===== src/rtl/mult_div_unit_pkg.sv =====
// Shared constants for the multiply/divide unit.
//   MDU_OP_MULT / MDU_OP_DIV : op encoding, identical to DIVMULT_Control in the control unit
//   MDU_ST_*                 : FSM state encodings
//   mdu_state_e              : FSM state type built on those encodings
package mult_div_unit_pkg;

    localparam logic MDU_OP_MULT = 1'b1;
    localparam logic MDU_OP_DIV  = 1'b0;

    localparam logic [1:0] MDU_ST_IDLE   = 2'd0;
    localparam logic [1:0] MDU_ST_MULT   = 2'd1;
    localparam logic [1:0] MDU_ST_DIV    = 2'd2;
    localparam logic [1:0] MDU_ST_FINISH = 2'd3;

    typedef enum logic [1:0] {
        ST_IDLE   = MDU_ST_IDLE,
        ST_MULT   = MDU_ST_MULT,
        ST_DIV    = MDU_ST_DIV,
        ST_FINISH = MDU_ST_FINISH
    } mdu_state_e;

endpackage


===== src/rtl/mult_div_unit_iter_step.sv =====
// Combinational single-iteration datapath for the multiply/divide unit.
//   op_s       in   1      MDU_OP_MULT: radix-2 Booth step, MDU_OP_DIV: restoring step
//   acc_s      in   WIDTH  Booth accumulator / partial remainder
//   q_s        in   WIDTH  Booth multiplier shift reg / dividend-quotient shift reg
//   q_m1_s     in   1      Booth q(-1) bit (unused for divide)
//   m_s        in   WIDTH  multiplicand (signed) / divisor magnitude (unsigned)
//   acc_nxt_s  out  WIDTH  accumulator after this step
//   q_nxt_s    out  WIDTH  Q register after this step
//   q_m1_nxt_s out  1      q(-1) after this step
module mdu_iter_step
    import mult_div_unit_pkg::*;
#(
    parameter int WIDTH = 32
) (
    input  logic             op_s,
    input  logic [WIDTH-1:0] acc_s,
    input  logic [WIDTH-1:0] q_s,
    input  logic             q_m1_s,
    input  logic [WIDTH-1:0] m_s,
    output logic [WIDTH-1:0] acc_nxt_s,
    output logic [WIDTH-1:0] q_nxt_s,
    output logic             q_m1_nxt_s
);

    // One extra bit on the Booth adder: acc - m overflows WIDTH bits when
    // m is the most negative value; the shifted result always fits again.
    logic [WIDTH:0] booth_sum_s;
    // Trial subtraction for the restoring step; MSB is the borrow.
    logic [WIDTH:0] trial_s;

    // Single Booth or restoring iteration selected by op
    always_comb begin
        acc_nxt_s   = acc_s;
        q_nxt_s     = q_s;
        q_m1_nxt_s  = q_m1_s;
        booth_sum_s = {(WIDTH+1){1'b0}};
        trial_s     = {(WIDTH+1){1'b0}};
        if (op_s == MDU_OP_MULT) begin
            case ({q_s[0], q_m1_s})
                2'b01:   booth_sum_s = {acc_s[WIDTH-1], acc_s} + {m_s[WIDTH-1], m_s};
                2'b10:   booth_sum_s = {acc_s[WIDTH-1], acc_s} - {m_s[WIDTH-1], m_s};
                default: booth_sum_s = {acc_s[WIDTH-1], acc_s};
            endcase
            // Arithmetic shift right of {acc, Q, q-1}
            acc_nxt_s  = booth_sum_s[WIDTH:1];
            q_nxt_s    = {booth_sum_s[0], q_s[WIDTH-1:1]};
            q_m1_nxt_s = q_s[0];
        end else begin
            // Shift next dividend bit into the remainder, try subtracting the divisor
            trial_s = {acc_s, q_s[WIDTH-1]} - {1'b0, m_s};
            if (trial_s[WIDTH]) begin
                acc_nxt_s = {acc_s[WIDTH-2:0], q_s[WIDTH-1]};
                q_nxt_s   = {q_s[WIDTH-2:0], 1'b0};
            end else begin
                acc_nxt_s = trial_s[WIDTH-1:0];
                q_nxt_s   = {q_s[WIDTH-2:0], 1'b1};
            end
            q_m1_nxt_s = 1'b0;
        end
    end

endmodule


===== src/rtl/mult_div_unit.sv =====
// Multi-cycle signed multiply/divide unit with HI/LO result registers.
// A one-cycle start in IDLE launches WIDTH Booth (mult) or restoring (div)
// iterations; FINISH writes HI/LO with sign correction and pulses done.
//   clk       in   1      system clock
//   reset_in  in   1      synchronous reset, active-low
//   start     in   1      one-cycle request, sampled only in IDLE
//   op        in   1      1 = mult, 0 = div
//   a         in   WIDTH  multiplicand / dividend (two's complement)
//   b         in   WIDTH  multiplier / divisor (two's complement)
//   busy      out  1      operation in progress
//   done      out  1      one-cycle pulse, HI/LO valid
//   div_zero  out  1      pulse with done when a divide had b == 0
//   hi        out  WIDTH  product upper half / remainder
//   lo        out  WIDTH  product lower half / quotient
module mult_div_unit
    import mult_div_unit_pkg::*;
#(
    parameter int WIDTH = 32
) (
    input  logic             clk,
    input  logic             reset_in,
    input  logic             start,
    input  logic             op,
    input  logic [WIDTH-1:0] a,
    input  logic [WIDTH-1:0] b,
    output logic             busy,
    output logic             done,
    output logic             div_zero,
    output logic [WIDTH-1:0] hi,
    output logic [WIDTH-1:0] lo
);

    localparam int              CW       = $clog2(WIDTH) + 1;
    localparam logic [CW-1:0]   CNT_LAST = CW'(WIDTH - 1);
    localparam logic [CW-1:0]   CNT_ONE  = CW'(1);
    localparam logic [WIDTH-1:0] ONE_W   = {{(WIDTH-1){1'b0}}, 1'b1};
    localparam logic [WIDTH-1:0] ZERO_W  = {WIDTH{1'b0}};

    mdu_state_e       state_r;
    mdu_state_e       state_nxt_s;
    logic [CW-1:0]    cnt_r;
    logic [WIDTH-1:0] acc_r;
    logic [WIDTH-1:0] q_r;
    logic [WIDTH-1:0] m_r;
    logic             q_m1_r;
    logic             op_r;
    logic             dz_r;
    logic             neg_quo_r;
    logic             neg_rem_r;
    logic             busy_r;
    logic             done_r;
    logic             div_zero_r;
    logic [WIDTH-1:0] hi_r;
    logic [WIDTH-1:0] lo_r;

    logic [WIDTH-1:0] acc_step_s;
    logic [WIDTH-1:0] q_step_s;
    logic             q_m1_step_s;
    logic [WIDTH-1:0] a_mag_s;
    logic [WIDTH-1:0] b_mag_s;
    logic             b_zero_s;

    assign a_mag_s  = a[WIDTH-1] ? (~a + ONE_W) : a;
    assign b_mag_s  = b[WIDTH-1] ? (~b + ONE_W) : b;
    assign b_zero_s = (b == ZERO_W);

    mdu_iter_step #(
        .WIDTH (WIDTH)
    ) u_step (
        .op_s       (op_r),
        .acc_s      (acc_r),
        .q_s        (q_r),
        .q_m1_s     (q_m1_r),
        .m_s        (m_r),
        .acc_nxt_s  (acc_step_s),
        .q_nxt_s    (q_step_s),
        .q_m1_nxt_s (q_m1_step_s)
    );

    // FSM state register
    always_ff @(posedge clk) begin
        if (!reset_in) begin
            state_r <= ST_IDLE;
        end else begin
            state_r <= state_nxt_s;
        end
    end

    // FSM next-state logic
    always_comb begin
        state_nxt_s = state_r;
        case (state_r)
            ST_IDLE: begin
                if (start) begin
                    if (op == MDU_OP_MULT) begin
                        state_nxt_s = ST_MULT;
                    end else if (b_zero_s) begin
                        state_nxt_s = ST_FINISH;
                    end else begin
                        state_nxt_s = ST_DIV;
                    end
                end else begin
                    state_nxt_s = ST_IDLE;
                end
            end
            ST_MULT, ST_DIV: begin
                if (cnt_r == CNT_LAST) begin
                    state_nxt_s = ST_FINISH;
                end else begin
                    state_nxt_s = state_r;
                end
            end
            ST_FINISH: state_nxt_s = ST_IDLE;
            default:   state_nxt_s = ST_IDLE;
        endcase
    end

    // Operand latch, iteration counter and shared Booth/restoring working registers
    always_ff @(posedge clk) begin
        if (!reset_in) begin
            cnt_r     <= {CW{1'b0}};
            acc_r     <= ZERO_W;
            q_r       <= ZERO_W;
            m_r       <= ZERO_W;
            q_m1_r    <= 1'b0;
            op_r      <= MDU_OP_DIV;
            dz_r      <= 1'b0;
            neg_quo_r <= 1'b0;
            neg_rem_r <= 1'b0;
        end else begin
            case (state_r)
                ST_IDLE: begin
                    if (start) begin
                        cnt_r  <= {CW{1'b0}};
                        acc_r  <= ZERO_W;
                        q_m1_r <= 1'b0;
                        op_r   <= op;
                        if (op == MDU_OP_MULT) begin
                            q_r       <= b;
                            m_r       <= a;
                            dz_r      <= 1'b0;
                            neg_quo_r <= 1'b0;
                            neg_rem_r <= 1'b0;
                        end else begin
                            // Divide on magnitudes; signs restored in FINISH
                            q_r       <= a_mag_s;
                            m_r       <= b_mag_s;
                            dz_r      <= b_zero_s;
                            neg_quo_r <= a[WIDTH-1] ^ b[WIDTH-1];
                            neg_rem_r <= a[WIDTH-1];
                        end
                    end
                end
                ST_MULT, ST_DIV: begin
                    acc_r  <= acc_step_s;
                    q_r    <= q_step_s;
                    q_m1_r <= q_m1_step_s;
                    cnt_r  <= cnt_r + CNT_ONE;
                end
                default: begin
                    cnt_r <= cnt_r;
                end
            endcase
        end
    end

    // Registered status outputs and HI/LO write-back
    always_ff @(posedge clk) begin
        if (!reset_in) begin
            busy_r     <= 1'b0;
            done_r     <= 1'b0;
            div_zero_r <= 1'b0;
            hi_r       <= ZERO_W;
            lo_r       <= ZERO_W;
        end else begin
            busy_r     <= (state_nxt_s != ST_IDLE);
            done_r     <= (state_r == ST_FINISH);
            div_zero_r <= (state_r == ST_FINISH) && dz_r;
            if ((state_r == ST_FINISH) && !dz_r) begin
                if (op_r == MDU_OP_MULT) begin
                    hi_r <= acc_r;
                    lo_r <= q_r;
                end else begin
                    // Remainder follows dividend sign, quotient truncates toward zero
                    hi_r <= neg_rem_r ? (~acc_r + ONE_W) : acc_r;
                    lo_r <= neg_quo_r ? (~q_r + ONE_W) : q_r;
                end
            end
        end
    end

    assign busy     = busy_r;
    assign done     = done_r;
    assign div_zero = div_zero_r;
    assign hi       = hi_r;
    assign lo       = lo_r;

endmodule


===== config.mk =====
export PLATFORM = sky130hd
export DESIGN_NAME = mult_div_unit
export DESIGN_NICKNAME = d
export VERILOG_FILES = /design/src/rtl/mult_div_unit_pkg.sv /design/src/rtl/mult_div_unit_iter_step.sv /design/src/rtl/mult_div_unit.sv
export SDC_FILE = /design/constraint.sdc
export NUM_CORES = 1
export LEC_CHECK = 0
export ABC_AREA = 1
export CELL_PAD_IN_SITES_DETAIL_PLACEMENT = 1
export CELL_PAD_IN_SITES_GLOBAL_PLACEMENT = 2
export CORE_MARGIN = 2
export CORE_UTILIZATION = 31
export CTS_CLUSTER_DIAMETER = 100
export DETAILED_ROUTE_END_ITERATION = 7
export DONT_BUFFER_PORTS = 1
export GPL_TIMING_DRIVEN = 0
export PLACE_DENSITY = 0.74
export SLEW_MARGIN = 10
export SYNTH_ARGS = -nofsm -noshare
export SYNTH_HDL_FRONTEND = slang
export SYNTH_SLANG_ARGS = --single-unit

===== constraint.sdc =====
create_clock -name clk -period 3.2 [get_ports clk]
set_input_delay 0.32 -clock clk [delete_from_list [all_inputs] [get_ports clk]]
set_output_delay 0.32 -clock clk [all_outputs]
set_load 0.01 [all_outputs]

# After elaboration in Yosys (flattened, before gate mapping)

Cells that the tools add are included.
Widths: inputs -> output; s select.

Add/subtract/negate cells: 8
$mul: 0
Divide/modulo/power cells: 0
Order comparisons: 0
Equal/unequal tests: 8
Shifts and indexed selects: 0
Muxes and demuxes: 30
Bitwise operators: 5
Reduce and logical (&&, ||, !) cells: 11

Operator list:

| operator              | count |
|---|---|
| $mux 32               | 13 |
| $add 32x1->32 const B | 4 |
| $not 32->32           | 4 |
| $pmux 32 s2           | 2 |
| $pmux 33 s2           | 1 |
| $add 32x32->33        | 1 |
| $sub 32x32->33        | 1 |
| $sub 33x32->33        | 1 |
| $logic_not 32->1      | 1 |
| $pmux 6 s2            | 1 |
| $mux 1                | 7 |
| $add 6x1->6 const B   | 1 |
| $eq 2x2->1 const B    | 3 |
| $eq 6x5->1 const B    | 1 |
| $mux 2                | 3 |
| $mux 6                | 1 |
| $pmux 2 s3            | 1 |
| $eq 2x1->1 const B    | 2 |
| $ne 4x2->1 const B    | 1 |
| $reduce_and 2->1      | 2 |
| $reduce_bool 2->1     | 2 |
| $reduce_and 3->1      | 1 |
| $logic_and 1x1->1     | 2 |
| $logic_not 2->1       | 1 |
| other kinds (5)       | 5 |

Register bits after elaboration: 176
Bits in latches: 0
Bits in writable memories: 0
Memory bits (read-only): 0
Memories kept: 0

# Longest topological paths before layout

Gate-level depths: netlist of run 1.

Depth in word-level cells: 6
Depth in mapped cells: 27
Gate-level depth less buffers: 27

# Modules after synthesis

From an unflattened synthesis of run 1, not the netlist that was laid out.

Cell total of the unflattened synthesis: 3047
Area, all modules: 17682.0 um^2

By module, submodules not included:

| module        | instances | cells an instance | area each (um^2) | sequential area each (um^2) |
|---|---|---|---|---|
| mult_div_unit | 1         | 1661              | 10782.8          | 3523.4 |
| mdu_iter_step | 1         | 1386              | 6899.1           | 0.0 |

# Worst setup path after synthesis of run 1

No wires, ideal clock.

Path kind: reg2reg
Start: register q_r[0]
End: register acc_r[20]
Library setup time: 0.070 ns
Arrival: 2.964 ns
Slack: 0.166 ns
Stages on the path, launching flop included: 22
Buffers on the path: 2
Cell sequence: dfxtp_1 ha_1 clkbuf_1 clkinv_1 clkbuf_1 nand2_1 xor2_1 inv_1 ha_1 nand2_1 inv_1 a21oi_1 inv_1 nor2_1 nand2_1 nand2_1 nand2_1 nand2_1 nand2_1 o21ai_0 nand3_1 a21oi_1

Longest elaborated chain between the ends: 4
Elaborated cells between the ends (all ways): 5
Classes of those cells: eq/ne (2); mux (3)

Ends and longest elaborated chain:

| what                                     | line                          | RTL |
|---|---|---|
| from (decl)                              | mult_div_unit.sv:43           | `logic [WIDTH-1:0] q_r;` |
| from (signal assigned)                   | mult_div_unit.sv:146          | `q_r <= a_mag_s;` |
| from (signal assigned)                   | mult_div_unit.sv:156          | `q_r <= q_step_s;` |
| $eq 2x2->1 or $eq 2x1->1 (tied branches) | mult_div_unit_iter_step.sv:39 | `case ({q_s[0], q_m1_s})` |
| $pmux 33 s2 *                            | mult_div_unit_iter_step.sv:39 |  |
| $mux 32 *                                | mult_div_unit_iter_step.sv:38 | `if (op_s == MDU_OP_MULT) begin` |
| $pmux 32 s2 *                            | mult_div_unit.sv:131          | `case (state_r)` |
| to (signal assigned)                     | mult_div_unit.sv:155          | `acc_r <= acc_step_s;` |
| to (decl)                                | mult_div_unit.sv:42           | `logic [WIDTH-1:0] acc_r;` |

Mark *: on every way between the ends. The rest lies on a longest branch, timed or not.
A chain may end at the register's enable or synchronous reset.

# Worst setup path after layout of run 1

Start: register m_r[1]
End: register acc_r[25]

Longest elaborated chain between the ends: 4
Elaborated cells between the ends (all ways): 7
Classes of those cells: add/sub (3); mux (4)

Ends and longest elaborated chain:

| what                                         | line                                                         | RTL |
|---|---|---|
| from (decl)                                  | mult_div_unit.sv:44                                          | `logic [WIDTH-1:0] m_r;` |
| from (signal assigned)                       | mult_div_unit.sv:147                                         | `m_r <= b_mag_s;` |
| $sub 32x32->33, or another cell as far along | mult_div_unit_iter_step.sv:41                                | `2'b10: booth_sum_s = {acc_s[WIDTH-1], acc_s} - {m_s[WIDTH-1], m_s};` |
| $pmux 33 s2 or $mux 32 (tied branches)       | mult_div_unit_iter_step.sv:39, mult_div_unit_iter_step.sv:51 |  |
| $mux 32 *                                    | mult_div_unit_iter_step.sv:38                                |  |
| $pmux 32 s2 *                                | mult_div_unit.sv:131                                         |  |

Marked as above.

==> reports/metrics.csv, run 1 <==
stage,metric,value,unit
sta,final setup TNS,-4.70,ns
power,Power Internal,4.67,mW
drt,post-DR wirelength/cell,23.8,um
floorplan,Cell Rows,85,
floorplan,Chip Height,238,um
drt,routed vias/inst,5.47,
finish,net count of the finished layout,3145,
sta,RSZ-0062 raised after global routing,true,
sta,Final setup violation count,21,
power,Leak Pwr,9.27,nW
synth,Yosys top cell area share,20.8,%
worst_setup_path,cell family with the largest share of critical-path delay,simple AND/OR/NAND/NOR gates,
drt,wire length reported by the detailed router,88300,um
global_route,gr ovfl total,0,
worst_setup_path,delay of the slowest cell on the worst path,0.36,ns
place,Final GP Congestion,0.950,
finish,layout cell share with drive strength beyond 1,14.0,%
worst_setup_path,"Max stage delay cell, worst path",sky130_fd_sc_hd__dfxtp_4,
synth,number of nets in the synthesized netlist,3084,
finish,most frequent cells in the layout,"sky130_fd_sc_hd__nand2_1, sky130_fd_sc_hd__inv_1, sky130_fd_sc_hd__nor2_1, sky130_fd_sc_hd__a21oi_1, sky130_fd_sc_hd__nand3_1",
sta,final worst path period share,110,%
place,DP Wirelength,71900,um
drt,first-pass detailed-route iteration total,5,
drt,DRC errors left,0,
global_route,number of global-route vias before repair,20735,
synth,part of the Yosys area used for sequential elements,20.8,%
place,Post-Place Setup Slack,-1.82,ns
sta,Setup WS post-layout,-0.331,ns
global_route,largest net degree at the start of global routing,18,
drt,count of routing violations after the opening detailed-route iteration,1293,
power,ratio of total power to cell area,434,mW/mm^2
min_path,Worst Hold Class,primary input to flip-flop,
cts,buffer depth of the longest clock path,2,
finish,Final Cell Area,0.0203,sq mm
worst_setup_path,Worst Path Arrival,3.95,ns
synth,number of flops mapped to enable cells by yosys,0,
global_route,gr usage total,30.7,%
worst_setup_path,number of buffers and inverters on the critical path,1,
run,MaxCap Viol Count,0,
worst_setup_path,type of element capturing the critical path,flip-flop,
finish,relative area change from synthesis to final layout,19.8,%
floorplan,area of the die,0.0567,sq mm
cts,buffer type at the clock tree root,sky130_fd_sc_hd__clkbuf_16,
cts,TritonCTS buffer count,17,
global_route,antenna violations before repair,0,
worst_setup_path,cell occurring most often along the worst timing path,sky130_fd_sc_hd__nand2_4,
run_status,status,"complete, but fails checks",
power,share of power burned in the clock network,24.3,%
power,net switching share of the total power,47.1,%
power,total chip power,8.83,mW
run_status,violations in the final reports,setup timing,
worst_setup_path,type of element launching the critical path,flip-flop,
sta,achievable clock frequency,283,MHz
sta,Final Hold Viols,0,
power,Gate power share,47.4,%
power,Reg power frac,28.3,%
floorplan,number of top-level pins,135,
finish,"most common cell after layout, fill and taps aside",sky130_fd_sc_hd__nand2_1,
synth,netlist area before placement,0.0170,sq mm
power,net load switching power,4.16,mW
worst_setup_path,Worst EP required,3.62,ns
floorplan,floorplan die width,238,um
finish,Layout fillers,7190,
sta,slew at the pin closest to its max-slew limit,1.27,ns
global_route,global-route wire length before repair,129000,um
synth,primary flip-flop cell chosen by synthesis mapping,sky130_fd_sc_hd__dfxtp_1,
worst_setup_path,highest net fanout along the worst path,5,
cts,clock latency of the later-clocked register in the worst-skew pair,0.49,ns
place,number of placed instances with taps included,3637,
drt,Final ANT Viol Nets,0,
power,Max VDD drop,0.000441,V
synth,cell type with the highest aggregate area in the netlist,sky130_fd_sc_hd__dfxtp_1,
synth,leading cell types by total area after synthesis,"sky130_fd_sc_hd__dfxtp_1, sky130_fd_sc_hd__nand2_1, sky130_fd_sc_hd__inv_1",
cts,clock tree from TritonCTS,built,
floorplan,core area,0.0540,sq mm
synth,proportion of register bits with asynchronous set or reset after synthesis,0,%
sta,Fin Clk Skew,0.0103,ns
synth,distinct cell type count of the synthesized netlist,54,
sta,relative max-transition margin,15.6,%
cts,clock net sink count,176,
synth,Avg Synthesized Cell Area,5.77,sq um
cts,H-tree levels,4,
worst_setup_path,chain of cells forming the critical path,inv_6 -> nand3_4 -> nor2_4 -> nand2_2 -> nor3_4 -> nand4_4 -> nor2_4 -> nand2_4 -> nand2_4 -> o21ai_4 -> nor2_4 -> xor2_4 -> ha_4 -> nand2_4 -> nand2_4 -> a21oi_4 -> nand2_2 -> a21oi_2 -> nand2_1 -> nand2_1 -> nand3_2 -> a21oi_2 -> nand2_1 -> a21oi_2,
finish,"number of standard cells in the layout, taps in and fillers out",3711,
synth,count of mapped cells out of synthesis,2941,
floorplan,Initial Util,31.4,%
sta,final max-slew violation count,0,
synth,register bit count reported by yosys,176,
place,post-detailed-placement cell area,0.0178,sq mm
place,Port Buffers,0,
worst_setup_path,classification of the worst setup path,flip-flop to flip-flop,
synth,yosys synthesis warning count,0,
drt,total number of vias,20314,
cts,clk slew on worst S/H paths,0.08,ns
finish,number of diodes,0,
sta,clock period minus final worst setup slack,3.53,ns
## cell families (layout without fill, tap and decap cells)
logic type | after synthesis | in the layout | share of synthesized area (%)
compound gates | 613 | 613 | 20.2
simple gates | 1433 | 1433 | 35.8
xor+xnor | 96 | 96 | 4.95
fa+ha+maj | 75 | 75 | 5.62
buf+inv | 548 | 622 | 12.7
flops | 176 | 176 | 20.8
## power groups by stage
| stage | registers, mW | logic, mW | clock network, mW |
|---|---|---|---|
| after floorplan | 2.44 | 2.29 | 0 |
| after global placement | 2.53 | 3.42 | 0 |
| after detailed placement | 2.53 | 3.47 | 0 |
| after CTS | 2.49 | 3.90 | 2.18 |
| after global routing | 2.51 | 4.53 | 2.25 |
| final | 2.50 | 4.18 | 2.15 |
## flip-flops by register name (all words and copies together) (netlist names), 2 cells and up
name / flops
acc_r: 32
cnt_r: 6
lo: 32
m_r: 32
hi: 32
q_r: 32
state_r: 2
## synthesized netlist by cell type, drive strengths merged (2+ instances only)
cell type / n
a211oi: 2
a21o: 7
a21oi: 290
a22oi: 27
a31oi: 17
and2: 4
buf: 28
clkbuf: 90
clkinv: 3
dfxtp: 176
fa: 2
ha: 73
inv: 426
nand2: 806
nand3: 209
nand3b: 11
nand4: 26
nor2: 289
nor3: 55
nor3b: 2
nor4: 13
o211ai: 23
o21ai: 201
o21bai: 10
o221ai: 20
o22ai: 3
o31ai: 9
or2: 16
xnor2: 21
xor2: 75
## per-stage QoR
stage	hold WS, ns	util (%)
6_report	0.0383	37.6
4_1_cts	0.0106	36.3
3_5_place_dp	0.468	33.0
2_1_floorplan	0.422	-
5_1_grt	0.0327	37.6
3_3_place_gp	0.453	33.0
## worst reg2reg max path: stages, from the launching register on
cell                      delay [ns]
sky130_fd_sc_hd__dfxtp_4        0.36
sky130_fd_sc_hd__inv_6          0.08
sky130_fd_sc_hd__nand3_4        0.09
sky130_fd_sc_hd__nor2_4         0.09
sky130_fd_sc_hd__nand2_2        0.08
sky130_fd_sc_hd__nor3_4         0.23
sky130_fd_sc_hd__nand4_4        0.17
sky130_fd_sc_hd__nor2_4         0.16
sky130_fd_sc_hd__nand2_4        0.10
sky130_fd_sc_hd__nand2_4        0.10
sky130_fd_sc_hd__o21ai_4        0.08
sky130_fd_sc_hd__nor2_4         0.14
sky130_fd_sc_hd__xor2_4         0.25
sky130_fd_sc_hd__ha_4           0.28
sky130_fd_sc_hd__nand2_4        0.09
sky130_fd_sc_hd__nand2_4        0.06
sky130_fd_sc_hd__a21oi_4        0.16
sky130_fd_sc_hd__nand2_2        0.09
sky130_fd_sc_hd__a21oi_2        0.13
sky130_fd_sc_hd__nand2_1        0.07
sky130_fd_sc_hd__nand2_1        0.07
sky130_fd_sc_hd__nand3_2        0.09
sky130_fd_sc_hd__a21oi_2        0.24
sky130_fd_sc_hd__nand2_1        0.11
sky130_fd_sc_hd__a21oi_2        0.14
## repair_timing
item / CTS / global route
gates resized for setup: 231 / 158
gates cloned: 0 / 0
hold endpoints to repair: 3 / 0
setup endpoints to repair: 32 / 25
setup buffers: 27 / 12
hold buffers: 4 / 0
pin swaps: 56 / 88
## routing by layer
layer  track usage, %  up-vias  wire (um)  part of all wire [%]
li1                 -     9677          -                     -
met1             37.9    10001      37500                    42
met2             53.1      483      42700                    48
met3             4.23      153       4010                   4.5
met4             13.8        0       4120                   4.7
met5                0        -          0                     0
## cell type report
class / count / area (sq um) / area share (%)
timing repair buffer: 43 / 345 / 1.70
buffer: 118 / 584 / 2.87
inverter: 429 / 1640 / 8.05
sequential: 176 / 3540 / 17.4
tap: 696 / 871 / 4.28
clock buffer: 19 / 433 / 2.13
clock inverter: 13 / 120 / 0.591
multi-input combinational: 2217 / 12800 / 62.9
## path summary, 6_finish.rpt
kind	start	to	slack [ns]	depth (start not counted)
setup / recovery	m_r[1]	acc_r[25]	-0.33	24
hold / removal	a[25]	m_r[25]	0.04	2
setup reg to reg	m_r[1]	acc_r[25]	-0.33	24
hold reg to reg	neg_quo_r	neg_quo_r	0.49	2
No activity file was read; power rests on OpenSTA's default activity.
==> run 2: changes to the inputs <==
--- a/config.mk
+++ b/config.mk
@@ -19,3 +19,4 @@
 export SYNTH_ARGS = -nofsm -noshare
 export SYNTH_HDL_FRONTEND = slang
 export SYNTH_SLANG_ARGS = --single-unit
+export TNS_END_PERCENT = 50
==> run 2 against run 1 <==
The flow still finishes with violations (setup timing). First-iteration DRC count is 1.7% higher. Via count hardly changed. Maximum frequency is 0.12% lower. Die area stayed put. Critical path depth is 1 lower. Global-route usage hardly changed. Combinational power is 1% lower. Critical path type unchanged. Highest routed layer unchanged.
==> reports/metrics.csv, run 2 (synthesis results as in run 1) <==
stage,metric,value,unit,change
worst_setup_path,Worst EP required,3.62,ns,about the same
worst_setup_path,highest net fanout along the worst path,4,,-1
power,Max VDD drop,0.000442,V,+0.25%
global_route,gr ovfl total,0,,unchanged
cts,buffer depth of the longest clock path,2,,unchanged
sta,slew at the pin closest to its max-slew limit,1.16,ns,-0.108 ns
place,Final GP Congestion,0.950,,unchanged
cts,clock latency of the later-clocked register in the worst-skew pair,0.49,ns,about the same
sta,final worst path period share,110,%,+0.13 points
sta,Final Hold Viols,0,,unchanged
drt,routed vias/inst,5.47,,about the same
worst_setup_path,worst r2r src,m_r[1],,
place,number of placed instances with taps included,3637,,unchanged
cts,buffer type at the clock tree root,sky130_fd_sc_hd__clkbuf_16,,
place,DP Wirelength,71900,um,unchanged
cts,H-tree levels,4,,unchanged
worst_setup_path,cell family with the largest share of critical-path delay,simple AND/OR/NAND/NOR gates,,
cts,TritonCTS buffer count,17,,unchanged
power,ratio of total power to cell area,435,mW/mm^2,about the same
run_status,status,"complete, but fails checks",,
floorplan,floorplan die width,238,um,unchanged
run_status,violations in the final reports,setup timing,,
drt,Final ANT Viol Nets,0,,unchanged
global_route,global-route wire length before repair,129000,um,about the same
drt,DRC errors left,0,,unchanged
sta,relative max-transition margin,22.8,%,+7.2 points
min_path,hold-critical path depth,2,,unchanged
cts,clk slew on worst S/H paths,0.08,ns,about the same
finish,share of the core filled with cells in the final layout,37.4,%,-0.24 points
finish,net count of the finished layout,3145,,unchanged
worst_setup_path,Worst Path Arrival,3.96,ns,about the same
sta,Fin Clk Skew,0.00995,ns,-0.000311 ns
global_route,gr usage total,30.7,%,about the same
finish,relative area change from synthesis to final layout,19.0,%,
finish,layout cell share with drive strength beyond 1,13.0,%,-0.93 points
worst_setup_path,type of element capturing the critical path,flip-flop,,
finish,"number of standard cells in the layout, taps in and fillers out",3712,,+0.027%
min_path,hold endpoint,m_r[15],,
worst_setup_path,classification of the worst setup path,flip-flop to flip-flop,,
worst_setup_path,Register-to-Register Path Depth,23,,-4.2%
sta,final worst hold slack,0.0386,ns,+0.000245 ns
finish,Layout fillers,7209,,+0.26%
power,Leak Pwr,9.25,nW,-0.17%
floorplan,area of the die,0.0567,sq mm,unchanged
run,MaxCap Viol Count,0,,unchanged
place,Port Buffers,0,,unchanged
finish,most frequent cells in the layout,"sky130_fd_sc_hd__nand2_1, sky130_fd_sc_hd__inv_1, sky130_fd_sc_hd__nor2_1, sky130_fd_sc_hd__a21oi_1, sky130_fd_sc_hd__nand3_1",,
floorplan,Cell Rows,85,,unchanged
floorplan,core area,0.0540,sq mm,unchanged
min_path,startpoint of the worst hold path,a[15],,
drt,wire length reported by the detailed router,88200,um,about the same
floorplan,Chip Height,238,um,unchanged
worst_setup_path,delay of the slowest cell on the worst path,0.36,ns,about the same
sta,Setup WS post-layout,-0.335,ns,-0.00432 ns
worst_setup_path,setup slack on the worst flop-to-flop path,-0.34,ns,about the same
worst_setup_path,"Max stage delay cell, worst path",sky130_fd_sc_hd__dfxtp_4,,
sta,Final setup violation count,20,,-4.8%
drt,post-DR wirelength/cell,23.8,um,about the same
worst_setup_path,type of element launching the critical path,flip-flop,,
drt,first-pass detailed-route iteration total,5,,unchanged
global_route,number of global-route vias before repair,20733,,-0.0096%
worst_setup_path,number of buffers and inverters on the critical path,1,,unchanged
drt,count of routing violations after the opening detailed-route iteration,1315,,+1.7%
finish,"most common cell after layout, fill and taps aside",sky130_fd_sc_hd__nand2_1,,
sta,final setup TNS,-4.63,ns,+0.0708 ns
min_path,Worst Hold Class,primary input to flip-flop,,
floorplan,number of top-level pins,135,,unchanged
sta,RSZ-0062 raised after global routing,true,,
cts,clock tree from TritonCTS,built,,
sta,final max-slew violation count,0,,unchanged
floorplan,Initial Util,31.4,%,unchanged
sta,clock period minus final worst setup slack,3.54,ns,+0.00432 ns
global_route,antenna violations before repair,1,,+1
cts,clock net sink count,176,,unchanged
sta,achievable clock frequency,283,MHz,-0.12%
drt,total number of vias,20306,,-0.039%
worst_setup_path,end of the worst register-to-register path,acc_r[25],,
worst_setup_path,number of cells on the critical path,23,,-4.2%
worst_setup_path,cell occurring most often along the worst timing path,sky130_fd_sc_hd__nand2_1,,
worst_setup_path,chain of cells forming the critical path,inv_6 -> nand3_4 -> nor2_4 -> nand2_2 -> nor3_4 -> nand4_4 -> nor2_4 -> nand2_4 -> o21ai_4 -> xor2_4 -> ha_4 -> nand2_1 -> nand2_2 -> o21bai_2 -> nand2_1 -> nand2_2 -> a21oi_2 -> nand2_1 -> nand2_1 -> nand3_2 -> a21oi_2 -> nand2_1 -> a21oi_2,,
global_route,largest net degree at the start of global routing,18,,unchanged
-- run 2: timing repair --
| action | 4_1_cts | 5_1_grt |
|---|---|---|
| pin swaps | 54 | 77 |
| setup endpoints to repair | 32 | 29 |
| hold buffers | 4 | 0 |
| buffers inserted | 27 | 12 |
| hold endpoints to repair | 3 | 0 |
| gates resized for setup | 220 | 127 |
-- run 2: routing by layer --
layer  wire length [um]  global-route usage, %  up-vias  share of wire, %
met5                  0                      0        -                 0
met3               4030                   4.33      148               4.6
met1              37600                   37.8     9975                43
li1                   -                      -     9685                 -
met4               3890                   13.4        0               4.4
met2              42700                   53.3      498                48
-- run 2: worst max path at each step --
| stage | start | end | slack, ns |
|---|---|---|---|
| after global placement | q_r[0] | acc_r[30] | -1.79 |
| after global routing | m_r[1] | acc_r[24] | -0.49 |
| after CTS | m_r[2] | acc_r[27] | -0.43 |
| after floorplan | q_r[0] | acc_r[20] | 0.17 |
| final | m_r[1] | acc_r[25] | -0.34 |
| after detailed placement | q_r[0] | acc_r[30] | -1.82 |
-- run 2: layout make-up --
class | count | area (sq um) | share of cell area (%)
Tap cell | 696 | 871 | 4.31
Buffer | 118 | 584 | 2.89
Clock inverter | 13 | 120 | 0.595
Multi-Input combinational cell | 2217 | 12700 | 62.7
Antenna cell | 1 | 2.50 | 0.0124
Inverter | 429 | 1640 | 8.09
Timing Repair Buffer | 43 | 345 | 1.71
Clock buffer | 19 | 433 | 2.14
Sequential cell | 176 | 3540 | 17.5
-- run 2: power breakdown --
part           internal, mW  switching, mW
combinational          1.33           2.80
sequential             2.29          0.208
clock                  1.03           1.12
total                  4.65           4.13
-- run 2: through the flow --
stage	setup slack (ns)	total power, mW	instance area, sq um
finish	-0.335	8.78	20200
global placement	-1.79	5.94	17800
global route	-0.489	9.24	20200
detailed placement	-1.82	6.00	17800
floorplan	0.166	4.73	17000
CTS	-0.430	8.55	19600
==> run 3: changes to the inputs <==
--- a/config.mk
+++ b/config.mk
@@ -15,6 +15,7 @@
 export DONT_BUFFER_PORTS = 1
 export GPL_TIMING_DRIVEN = 0
 export PLACE_DENSITY = 0.74
+export RECOVER_POWER = 25
 export SLEW_MARGIN = 10
 export SYNTH_ARGS = -nofsm -noshare
 export SYNTH_HDL_FRONTEND = slang
==> results of run 3 <==
Same layout as run 2: the final DEF is identical, and so are final timing and power.
